## src/rtl/funct_arbiter.sv

```systemverilog
// Round-robin arbiter sharing one funct instance among NB_REQ requesters, one transaction in flight.
// Latency: grant edge -> fct_en next cycle; rsp_valid one cycle after fct_done; TIMEOUT WAIT cycles abort.
// Backpressure: requesters hold req_valid until a one-hot req_ready pulse; results are pushed, not held.
module funct_arbiter #(
    parameter int NB_REQ    = 4,
    parameter int NB_INPUT  = 1,
    parameter int NB_OUTPUT = 1,
    parameter int TIMEOUT   = 64
) (
    input  logic                                   clk,
    input  logic                                   rst,
    input  logic [NB_REQ-1:0]                      req_valid,
    input  logic [0:NB_REQ-1][0:NB_INPUT-1][31:0]  req_data,
    output logic [NB_REQ-1:0]                      req_ready,
    output logic [NB_REQ-1:0]                      rsp_valid,
    output logic [0:NB_OUTPUT-1][31:0]             rsp_data,
    output logic                                   fct_en,
    output logic [0:NB_INPUT-1][31:0]              fct_data,
    input  logic                                   fct_done,
    input  logic [0:NB_OUTPUT-1][31:0]             fct_result,
    output logic                                   busy,
    output logic                                   timeout_err,
    output logic [15:0]                            done_cnt
);

    localparam int IDW = $clog2(NB_REQ);
    localparam int CW  = $clog2(TIMEOUT);

    typedef enum logic [1:0] {S_IDLE, S_ISSUE, S_WAIT, S_RESP} state_t;

    state_t                         state_q;
    logic [IDW-1:0]                 ptr_q;
    logic [IDW-1:0]                 id_q;
    logic [0:NB_INPUT-1][31:0]      hold_q;
    logic [0:NB_OUTPUT-1][31:0]     result_q;
    logic [CW-1:0]                  wcnt_q;
    logic [15:0]                    done_cnt_q;
    logic [NB_REQ-1:0]              req_ready_q;
    logic [NB_REQ-1:0]              rsp_valid_q;
    logic                           fct_en_q;
    logic                           timeout_err_q;
    logic                           busy_q;

    logic                           gnt_vld_d;
    logic [IDW-1:0]                 gnt_idx_d;
    logic [IDW-1:0]                 ptr_nxt_d;
    int                             scan_j;

    // Rotating priority search starting at ptr_q; first pending requester wins.
    always_comb begin
        gnt_vld_d = 1'b0;
        gnt_idx_d = '0;
        scan_j    = 0;
        for (int k = 0; k < NB_REQ; k++) begin
            scan_j = int'(ptr_q) + k;
            if (scan_j >= NB_REQ) begin
                scan_j = scan_j - NB_REQ;
            end
            if (!gnt_vld_d && req_valid[IDW'(scan_j)]) begin
                gnt_vld_d = 1'b1;
                gnt_idx_d = IDW'(scan_j);
            end
        end
    end

    // Pointer moves just past the requester that was served (or aborted).
    assign ptr_nxt_d = (id_q == IDW'(NB_REQ - 1)) ? '0 : id_q + IDW'(1);

    // Transaction FSM; all strobe outputs are registered for the state being entered.
    always_ff @(posedge clk) begin
        if (rst) begin
            state_q       <= S_IDLE;
            ptr_q         <= '0;
            id_q          <= '0;
            hold_q        <= '0;
            result_q      <= '0;
            wcnt_q        <= '0;
            done_cnt_q    <= '0;
            req_ready_q   <= '0;
            rsp_valid_q   <= '0;
            fct_en_q      <= 1'b0;
            timeout_err_q <= 1'b0;
            busy_q        <= 1'b0;
        end else begin
            req_ready_q   <= '0;
            rsp_valid_q   <= '0;
            fct_en_q      <= 1'b0;
            timeout_err_q <= 1'b0;
            case (state_q)
                S_IDLE: begin
                    if (gnt_vld_d) begin
                        state_q     <= S_ISSUE;
                        id_q        <= gnt_idx_d;
                        hold_q      <= req_data[gnt_idx_d];
                        fct_en_q    <= 1'b1;
                        req_ready_q <= {{(NB_REQ-1){1'b0}}, 1'b1} << gnt_idx_d;
                        busy_q      <= 1'b1;
                    end
                end
                S_ISSUE: begin
                    state_q <= S_WAIT;
                    wcnt_q  <= '0;
                end
                S_WAIT: begin
                    // Completion takes priority over the limit in the same cycle.
                    if (fct_done) begin
                        state_q     <= S_RESP;
                        result_q    <= fct_result;
                        rsp_valid_q <= {{(NB_REQ-1){1'b0}}, 1'b1} << id_q;
                    end else if (wcnt_q == CW'(TIMEOUT - 1)) begin
                        state_q       <= S_IDLE;
                        timeout_err_q <= 1'b1;
                        ptr_q         <= ptr_nxt_d;
                        busy_q        <= 1'b0;
                    end else begin
                        wcnt_q <= wcnt_q + CW'(1);
                    end
                end
                S_RESP: begin
                    state_q    <= S_IDLE;
                    ptr_q      <= ptr_nxt_d;
                    done_cnt_q <= done_cnt_q + 16'd1;
                    busy_q     <= 1'b0;
                end
                default: begin
                    state_q <= S_IDLE;
                    busy_q  <= 1'b0;
                end
            endcase
        end
    end

    assign req_ready   = req_ready_q;
    assign rsp_valid   = rsp_valid_q;
    assign rsp_data    = (state_q == S_RESP) ? result_q : '0;
    assign fct_en      = fct_en_q;
    assign fct_data    = hold_q;
    assign busy        = busy_q;
    assign timeout_err = timeout_err_q;
    assign done_cnt    = done_cnt_q;

endmodule

```

## config.mk

```make
export PLATFORM = sky130hd
export DESIGN_NAME = funct_arbiter
export DESIGN_NICKNAME = d
export VERILOG_FILES = /design/src/rtl/funct_arbiter.sv
export SDC_FILE = /design/constraint.sdc
export NUM_CORES = 1
export LEC_CHECK = 0
export CORE_UTILIZATION = 40
export CTS_CLUSTER_DIAMETER = 120
export DETAILED_ROUTE_END_ITERATION = 8
export HOLD_SLACK_MARGIN = 0.15
export MAX_ROUTING_LAYER = met4
export PLACE_DENSITY_LB_ADDON = 0.12
export SLEW_MARGIN = 20
export SYNTH_ARGS = -nofsm -noshare
export SYNTH_HDL_FRONTEND = slang
export SYNTH_SLANG_ARGS = --single-unit
```

## constraint.sdc

```tcl
create_clock -name clk -period 2.1 [get_ports clk]
set_clock_uncertainty 0.2 [all_clocks]
set_input_delay 0.315 -clock clk [delete_from_list [all_inputs] [get_ports clk]]
set_output_delay 0.315 -clock clk [all_outputs]
set_load 0.01 [all_outputs]
```

==> flow_summary.ini, run 1 <==
[sta]
fin_setup_tns_ns = 0
max_freq_mhz = 503
fin_crit_sh = 0.947
fin_ws_ns = 0.112
final_hold_viol_count = 0
relSlewSlack = 0.734
setup_viol = 0
worst_slew_pin_slew_ns = 0.399
drv_slew = 0
fin_crit_ns = 1.99

[critical_path]
r2r-start = state_q[0]
endpoint_kind = flop
crit_fanout = 18
max_stage_delay_ns = 0.35
worst-setup-path-type = reg2reg
required_ns = 2.14
crit_path_start = state_q[0]
crit_chain = ha_4, buf_16, and3_1, nand4_4, nor4_2, xnor2_1, nor2_1
cp-start-kind = flop
worstPathArrival_ns = 2.02
cp_slowest_cell = dfxtp_2

[synth]
ys_warn_count = 0
ys_seq_area_frac = 0.414
avgSynthCellArea_sq_um = 9.13
yosys.area.top_type = dfxtp_1
synthArstFlopShare = 0
synthTopCellsByArea = dfxtp_1, mux2i_1, nand2_1, a21oi_1, and2_1
postSynthCellCount = 545
synthFlopType = dfxtp_1
synth_edf_count = 0
ys_types = 45
synth_seq_cells = 103
syn-num-nets = 720
syn_area_sq_um = 4980
synth_top_area_frac = 0.414

[min_path]
hold_path_class = reg2reg
hp-start = result_q[27]

[route]
remaining_drc_errors = 0
drt_pass1_iterations = 5
drt_iter0_drc = 195
avgRoutedWirePerCell_microns = 16.5
vias = 4974
drt.antenna.violating_nets = 0
totalWireLength_microns = 16300
vias_per_cell = 5.03

[cells_and_area]
final_cell_mix = clkdlybuf4s50_1, nand2_1, dfxtp_1
area_growth_pct = 67.2
fin_util = 0.690
nets = 990
insertedDiodeCount = 0
drive_gt1_frac = 0.105
final_common_cell = clkdlybuf4s50_1

[clock_network]
ctsLongestPathBuffers = 2
clk_latency_ns = 0.35
root_buffer = clkbuf_16
cts.clk_slew.worst_paths_ns = 0.07
cts_tree = built
postCtsSetupBuffers = 0
cts_inserted_buffers = 9
htree_levels = 3
cts.sinks = 103

[global_route]
grt_pass1_vias = 4987
grt_pass1_wl_microns = 25100
grt-ovfl-total = 0
antenna_found_initial = 0
grt_max_degree = 34
track_usage = 0.258

[die]
initial_utilization = 0.413
io_pins = 258
die_width_microns = 114
core_sq_um = 12100
die-area_sq_um = 12900
rows = 40
die_y_microns = 114

[power_and_ir_drop]
p_leak_nw = 3.19
power.density_nw_per_um2 = 618
vdd_ir_drop_max_v = 0.000383
totalPowerFinal_mw = 5.14

[run_status]
outcome = complete, no violations

[placed_design]
place_ws_ns = -0.403
port_buffers = 257
routabilityCongestion = 0.850
dp_hpwl_microns = 12200

[flow_run]
max_cap_violations = 0
## cell type report
| cell class | instances | area (sq um) |
|---|---|---|
| clock inverter | 5 | 33.8 |
| inverter | 8 | 30.0 |
| sequential | 103 | 2060 |
| clock buffer | 11 | 243 |
| tap | 168 | 210 |
| fill | 967 | 3740 |
| timing repair buffer | 295 | 3000 |
| multi-input combinational | 398 | 2740 |
## kinds of logic after synthesis
group	Yosys count	synth area share
muxes	70	0.141
DFF	103	0.414
AOI/OAI and AO/OA	90	0.144
buffers and inverters	44	0.0485
adders and majority gates	8	0.0201
and+or+nand+nor	214	0.204
xor gates and xnor gates	16	0.0282
## per-layer routing
metal | global-route usage | routed length (microns) | vias up | share of wire
li1 | - | - | 2436 | -
met1 | 0.294 | 6650 | 2329 | 0.41
met2 | 0.425 | 7990 | 182 | 0.49
met3 | 0.0717 | 1200 | 27 | 0.074
met4 | 0.111 | 412 | 0 | 0.025
met5 | - | 0 | - | 0
## cell usage after synthesis, types with 5 or more instances
library cell / number
o221ai_2: 13
o21ai_0: 5
mux2i_1: 70
nor3_1: 6
ha_1: 8
a21oi_1: 43
xor2_1: 11
dfxtp_1: 103
nor2_1: 29
and2_1: 34
buf_4: 11
xnor2_1: 5
nand2_1: 110
o221ai_1: 19
clkbuf_1: 18
inv_1: 7
## worst paths after layout
path | depth (start not counted) | slack [ns] | to
max reg2reg | 7 | 0.11 | done_cnt[15]
min | 2 | 0.25 | result_q[27]
min reg2reg | 2 | 0.25 | result_q[27]
max | 7 | 0.11 | done_cnt[15]
## timing repair
action | in CTS | in global routing
gates cloned | 1 | 0
setup endpoints to repair | 35 | 25
hold buffers | 1 | 0
gates resized for setup | 40 | 6
hold endpoints to repair | 7 | 0
## where the power goes
group	switching, mW	total (mW)	internal [mW]	leakage (nW)
clock network	0.730	1.57	0.835	0.132
logic	0.572	1.38	0.810	2.21
registers	0.0896	2.20	2.11	0.839
## registers in the layout, summed over array words and instances, names as in the netlist
register,flops
done_cnt,16
ptr_q,2
result_q,32
fct_data,32
wcnt_q,6
rsp_valid,4
state_q,2
busy,1
timeout_err,1
id_q,2
fct_en,1
req_ready,4
## metrics by stage
step	cell area (sq um)	hold slack, ns	instances
floorplan	4980	0.205	545
global placement	7990	0.237	970
detailed placement	7990	0.242	970
CTS	8290	0.251	988
global route	8320	0.265	988
finish	8320	0.251	988
## worst max-delay path: cells and delay by family (launching register included)
family / cells / cell delay, ns
XOR/XNOR: 1 / 0.17
adder cells (fa/ha/maj): 1 / 0.19
buffers and inverters: 1 / 0.16
flip-flops: 1 / 0.35
AND/OR/NAND/NOR: 4 / 0.80
Power figures use the tool's default switching activity.
==> run 2, diff against run 1 <==
--- a/config.mk
+++ b/config.mk
@@ -5,12 +5,15 @@
 export SDC_FILE = /design/constraint.sdc
 export NUM_CORES = 1
 export LEC_CHECK = 0
+export ABC_CLOCK_PERIOD_IN_PS = 2100
+export CORE_MARGIN = 4
 export CORE_UTILIZATION = 40
 export CTS_CLUSTER_DIAMETER = 120
 export DETAILED_ROUTE_END_ITERATION = 8
 export HOLD_SLACK_MARGIN = 0.15
 export MAX_ROUTING_LAYER = met4
 export PLACE_DENSITY_LB_ADDON = 0.12
+export SKIP_LAST_GASP = 1
 export SLEW_MARGIN = 20
 export SYNTH_ARGS = -nofsm -noshare
 export SYNTH_HDL_FRONTEND = slang
==> run 2 against run 1 <==
  * Fmax down 1.5%
  * Register-to-register slack got worse by 0.02 ns
  * Combinational power about the same
  * Global-route usage decreased by 2.5 points
  * Power rose by 0.14%
  * Setup slack worse by 0.030 ns
  * Utilization shrank 0.12 points
  * Sequential power hardly changed
  * First-iteration DRC count shrank 6.2%
==> flow_summary.ini, run 2 (synthesized netlist as in run 1, its figures left out) <==
[global_route]
track_usage = 0.233
grt_pass1_vias = 4974
grt_max_degree = 40
antenna_found_initial = 0
grt_pass1_wl_microns = 26200
grt-ovfl-total = 0

[min_path]
hp-start = result_q[14]
hold_path_class = reg2reg

[critical_path]
r2r-start = state_q[0]
cp-start-kind = flop
required_ns = 1.58
crit_fanout = 19
worstPathArrival_ns = 1.50
worst-setup-path-type = reg2out
crit_path_start = state_q[0]
endpoint_kind = primary output

[die]
die_y_microns = 120
die_width_microns = 120
initial_utilization = 0.411
die-area_sq_um = 14300
io_pins = 258
core_sq_um = 12100
rows = 40

[sta]
fin_crit_ns = 2.02
fin_crit_sh = 0.961
worst_slew_pin_slew_ns = 0.410
relSlewSlack = 0.727
drv_slew = 0
max_freq_mhz = 496
fin_setup_tns_ns = 0
final_hold_viol_count = 0
setup_viol = 0

[power_and_ir_drop]
power.density_nw_per_um2 = 618
p_int_mw = 3.76
pwr-share-comb = 0.262
power_frac_clock = 0.311
seqPwrFrac = 0.427
p_leak_nw = 3.55
p_sw_mw = 1.39
swShare = 0.270
totalPowerFinal_mw = 5.15
vdd_ir_drop_max_v = 0.000353

[clock_network]
cts.clk_slew.worst_paths_ns = 0.07
htree_levels = 3
ctsLongestPathBuffers = 2
cts_tree = built
cts_inserted_buffers = 9
cts.sinks = 103
clk_latency_ns = 0.34
root_buffer = clkbuf_16

[placed_design]
port_buffers = 257
dp_hpwl_microns = 12900
routabilityCongestion = 0.931
placed_cell_area_sq_um = 7910

[route]
totalWireLength_microns = 17200
remaining_drc_errors = 0
drt_iter0_drc = 183
drt.antenna.violating_nets = 0
vias = 4968
avgRoutedWirePerCell_microns = 17.4
drt_pass1_iterations = 4
vias_per_cell = 5.05

[run_status]
outcome = complete, no violations

[cells_and_area]
final_cell_mix = clkdlybuf4s50_1, nand2_1, dfxtp_1
insertedDiodeCount = 0
drive_gt1_frac = 0.0993
final_common_cell = clkdlybuf4s50_1
design_area_sq_um = 8340
area_growth_pct = 67.6
nets = 986

[flow_run]
max_cap_violations = 0
## run 2: worst paths after layout
check	to	slack [ns]	cells after the start
min reg2reg	result_q[14]	0.25	2
max	rsp_data[22]	0.08	4
max reg2reg	done_cnt[15]	0.09	7
min	result_q[14]	0.25	2
## run 2: power by group through the flow
stage	clock, mW	sequential, mW	combinational [mW]
after floorplan	0	2.28	0.518
after global placement	0	2.23	1.31
after detailed placement	0	2.24	1.34
after CTS	1.63	2.19	1.35
after global routing	1.71	2.22	1.45
final	1.60	2.20	1.35
## run 2: worst max-delay path: stages, from the launching register on
cell           delay, ns
dfxtp_2             0.36
ha_4                0.18
clkbuf_16           0.18
and2_1              0.14
dlygate4sd2_1       0.30
## run 2: repair_timing
item	4_1_cts	5_1_grt
setup buffers	0	1
gates cloned	0	1
hold endpoints to repair	1	0
hold buffers	1	0
setup endpoints to repair	33	42
gates resized for setup	5	37
## run 2: final cells by class
type                    count  area [sq um]
fillers                   972          3770
repair buffers            291          3040
multi-input cells         398          2720
flip-flops and latches    103          2060
clock buffers              13           260
well taps                 168           210
inverters                   8          30.0
clock inverters             3          17.5
## run 2: per-layer routing
metal,track usage,share of wire,up-vias
li1,-,-,2429
met1,0.281,0.41,2340
met2,0.377,0.49,175
met3,0.0646,0.076,24
met4,0.0773,0.026,0
met5,-,0,-
## run 2: per-stage QoR
step           setup WS [ns]  hold WS [ns]   util  cells
6_report              0.0822         0.251  0.688    984
5_1_grt              -0.0262         0.273  0.688    984
4_1_cts               -0.226         0.253  0.677    982
3_5_place_dp          -0.254         0.244  0.653    965
3_3_place_gp          -0.252         0.238  0.653    965
2_1_floorplan          0.334         0.205      -    545
==> run 3, diff against run 2 <==
--- a/config.mk
+++ b/config.mk
@@ -13,6 +13,7 @@
 export HOLD_SLACK_MARGIN = 0.15
 export MAX_ROUTING_LAYER = met4
 export PLACE_DENSITY_LB_ADDON = 0.12
+export REMOVE_ABC_BUFFERS = 1
 export SKIP_LAST_GASP = 1
 export SLEW_MARGIN = 20
 export SYNTH_ARGS = -nofsm -noshare
==> run 3 against run 2 <==
  * Wire length down 4.9%
  * Sequential share of layout area grew 0.42 points
  * Non-clock buffer count grew 4
  * Register-to-register slack better by 0.03 ns
  * Utilization is 1.1 points lower
  * First-iteration DRC count is 58% higher
  * Setup slack improved by 0.031 ns
  * Critical path depth is the same
  * Final cell count increased by 0.41%
  * Power is 2.5% higher
  * Combinational power is essentially flat
  * Highest routed layer unchanged
==> flow_summary.ini, run 3 (synthesized netlist as in run 1, its figures left out) <==
[route]
vias = 4922
remaining_drc_errors = 0
avgRoutedWirePerCell_microns = 16.5
drt_iter0_drc = 290
totalWireLength_microns = 16300
vias_per_cell = 4.98
drt_pass1_iterations = 4
drt.antenna.violating_nets = 0

[global_route]
grt_pass1_vias = 5065
antenna_found_initial = 0
grt_pass1_wl_microns = 25700
grtUsageMet3 = 0.0679
grt-ovfl-total = 0
grt_max_degree = 43
track_usage = 0.229
met1_usage = 0.266
use_met2 = 0.382
top_usage_layer = met2

[critical_path]
crit_chain = ha_4, buf_12, and2_1, dlygate4sd2_1
crit_path_start = state_q[1]
worst-setup-path-type = reg2out
crit_buf_inv = 2
r2r-start = state_q[0]
crit_cells = 4
required_ns = 1.58
cp-start-kind = flop
max_stage_delay_ns = 0.36
endpoint_kind = primary output
cp_slowest_cell = dfxtp_4
reg2regPathDepth = 8
crit_family = buffers and inverters
worstPathArrival_ns = 1.47
crit_fanout = 16

[clock_network]
cts_inserted_buffers = 9
cts.clk_slew.worst_paths_ns = 0.07
ctsLongestPathBuffers = 2
htree_levels = 3
clk_latency_ns = 0.34
cts.sinks = 103
cts_tree = built
root_buffer = clkbuf_16

[sta]
fin_setup_tns_ns = 0
max_freq_mhz = 503
final_hold_viol_count = 0
drv_slew = 0
worst_slew_pin_slew_ns = 0.445
relSlewSlack = 0.703
fin_crit_ns = 1.99
setup_viol = 0
fin_crit_sh = 0.946

[placed_design]
dp_hpwl_microns = 12600
placed_cell_area_sq_um = 7930
routabilityCongestion = 0.890
port_buffers = 257

[power_and_ir_drop]
power.density_nw_per_um2 = 643
vdd_ir_drop_max_v = 0.000480
p_leak_nw = 3.12

[cells_and_area]
nets = 990
final_common_cell = clkdlybuf4s50_1
area_growth_pct = 65.0
fillers = 971
drive_gt1_frac = 0.122
insertedDiodeCount = 0
final_cell_mix = clkdlybuf4s50_1, nand2_1, dfxtp_1
design_area_sq_um = 8210

[die]
core_sq_um = 12100
die_width_microns = 120
io_pins = 258
die_y_microns = 120
rows = 40
die-area_sq_um = 14300
initial_utilization = 0.411

[min_path]
min_path_cells = 2
hold_path_class = reg2reg
hp-start = result_q[28]

[run_status]
outcome = complete, no violations

[flow_run]
max_cap_violations = 0
## run 3: power by group
group / leakage [nW] / internal [mW] / switching (mW)
clock network: 0.153 / 0.995 / 0.738
logic: 2.13 / 0.794 / 0.553
registers: 0.840 / 2.11 / 0.0942
## run 3: metrics by stage
stage | power (mW) | hold WS, ns | worst slack [ns] | std cells | utilization
3_5_place_dp | 3.58 | 0.242 | -0.251 | 969 | 0.655
4_1_cts | 5.34 | 0.252 | -0.0327 | 987 | 0.682
2_1_floorplan | 2.74 | 0.184 | -0.882 | 509 | -
6_report | 5.28 | 0.251 | 0.113 | 988 | 0.678
5_1_grt | 5.52 | 0.272 | -0.00102 | 988 | 0.678
3_3_place_gp | 3.55 | 0.237 | -0.186 | 969 | 0.655
## run 3: layout make-up
cell class | instances | area [sq um] | area share
timing repair buffer | 295 | 2900 | 0.353
multi-input combinational | 398 | 2700 | 0.329
inverter | 8 | 30.0 | 0.00366
sequential | 103 | 2070 | 0.252
clock buffer | 12 | 256 | 0.0312
tap | 168 | 210 | 0.0256
clock inverter | 4 | 52.6 | 0.00640
## run 3: worst min-delay path, stage by stage, from the launching register on
cell and delay [ns]:
dfxtp_1 0.31, nand2_1 0.05, a21oi_1 0.05
## run 3: layer usage
layer / share of wire / routed length, microns / up-vias
li1: - / - / 2426
met1: 0.42 / 6840 / 2272
met2: 0.48 / 7900 / 192
met3: 0.065 / 1060 / 32
met4: 0.033 / 531 / 0
met5: 0 / 0 / -
## run 3: final timing paths
path,end,slack [ns]
setup / recovery,rsp_data[11],0.11
hold / removal,result_q[28],0.25
setup reg to reg,wcnt_q[5],0.12
hold reg to reg,result_q[28],0.25
## run 3: timing repair
action / 4_1_cts / 5_1_grt
endpoints found under the setup margin: 32 / 20
setup buffers: 0 / 1
resized for setup: 37 / 34
hold buffers: 1 / 0
pin swaps: 1 / 1
gates cloned: 1 / 0
endpoints found under the hold margin: 5 / 0
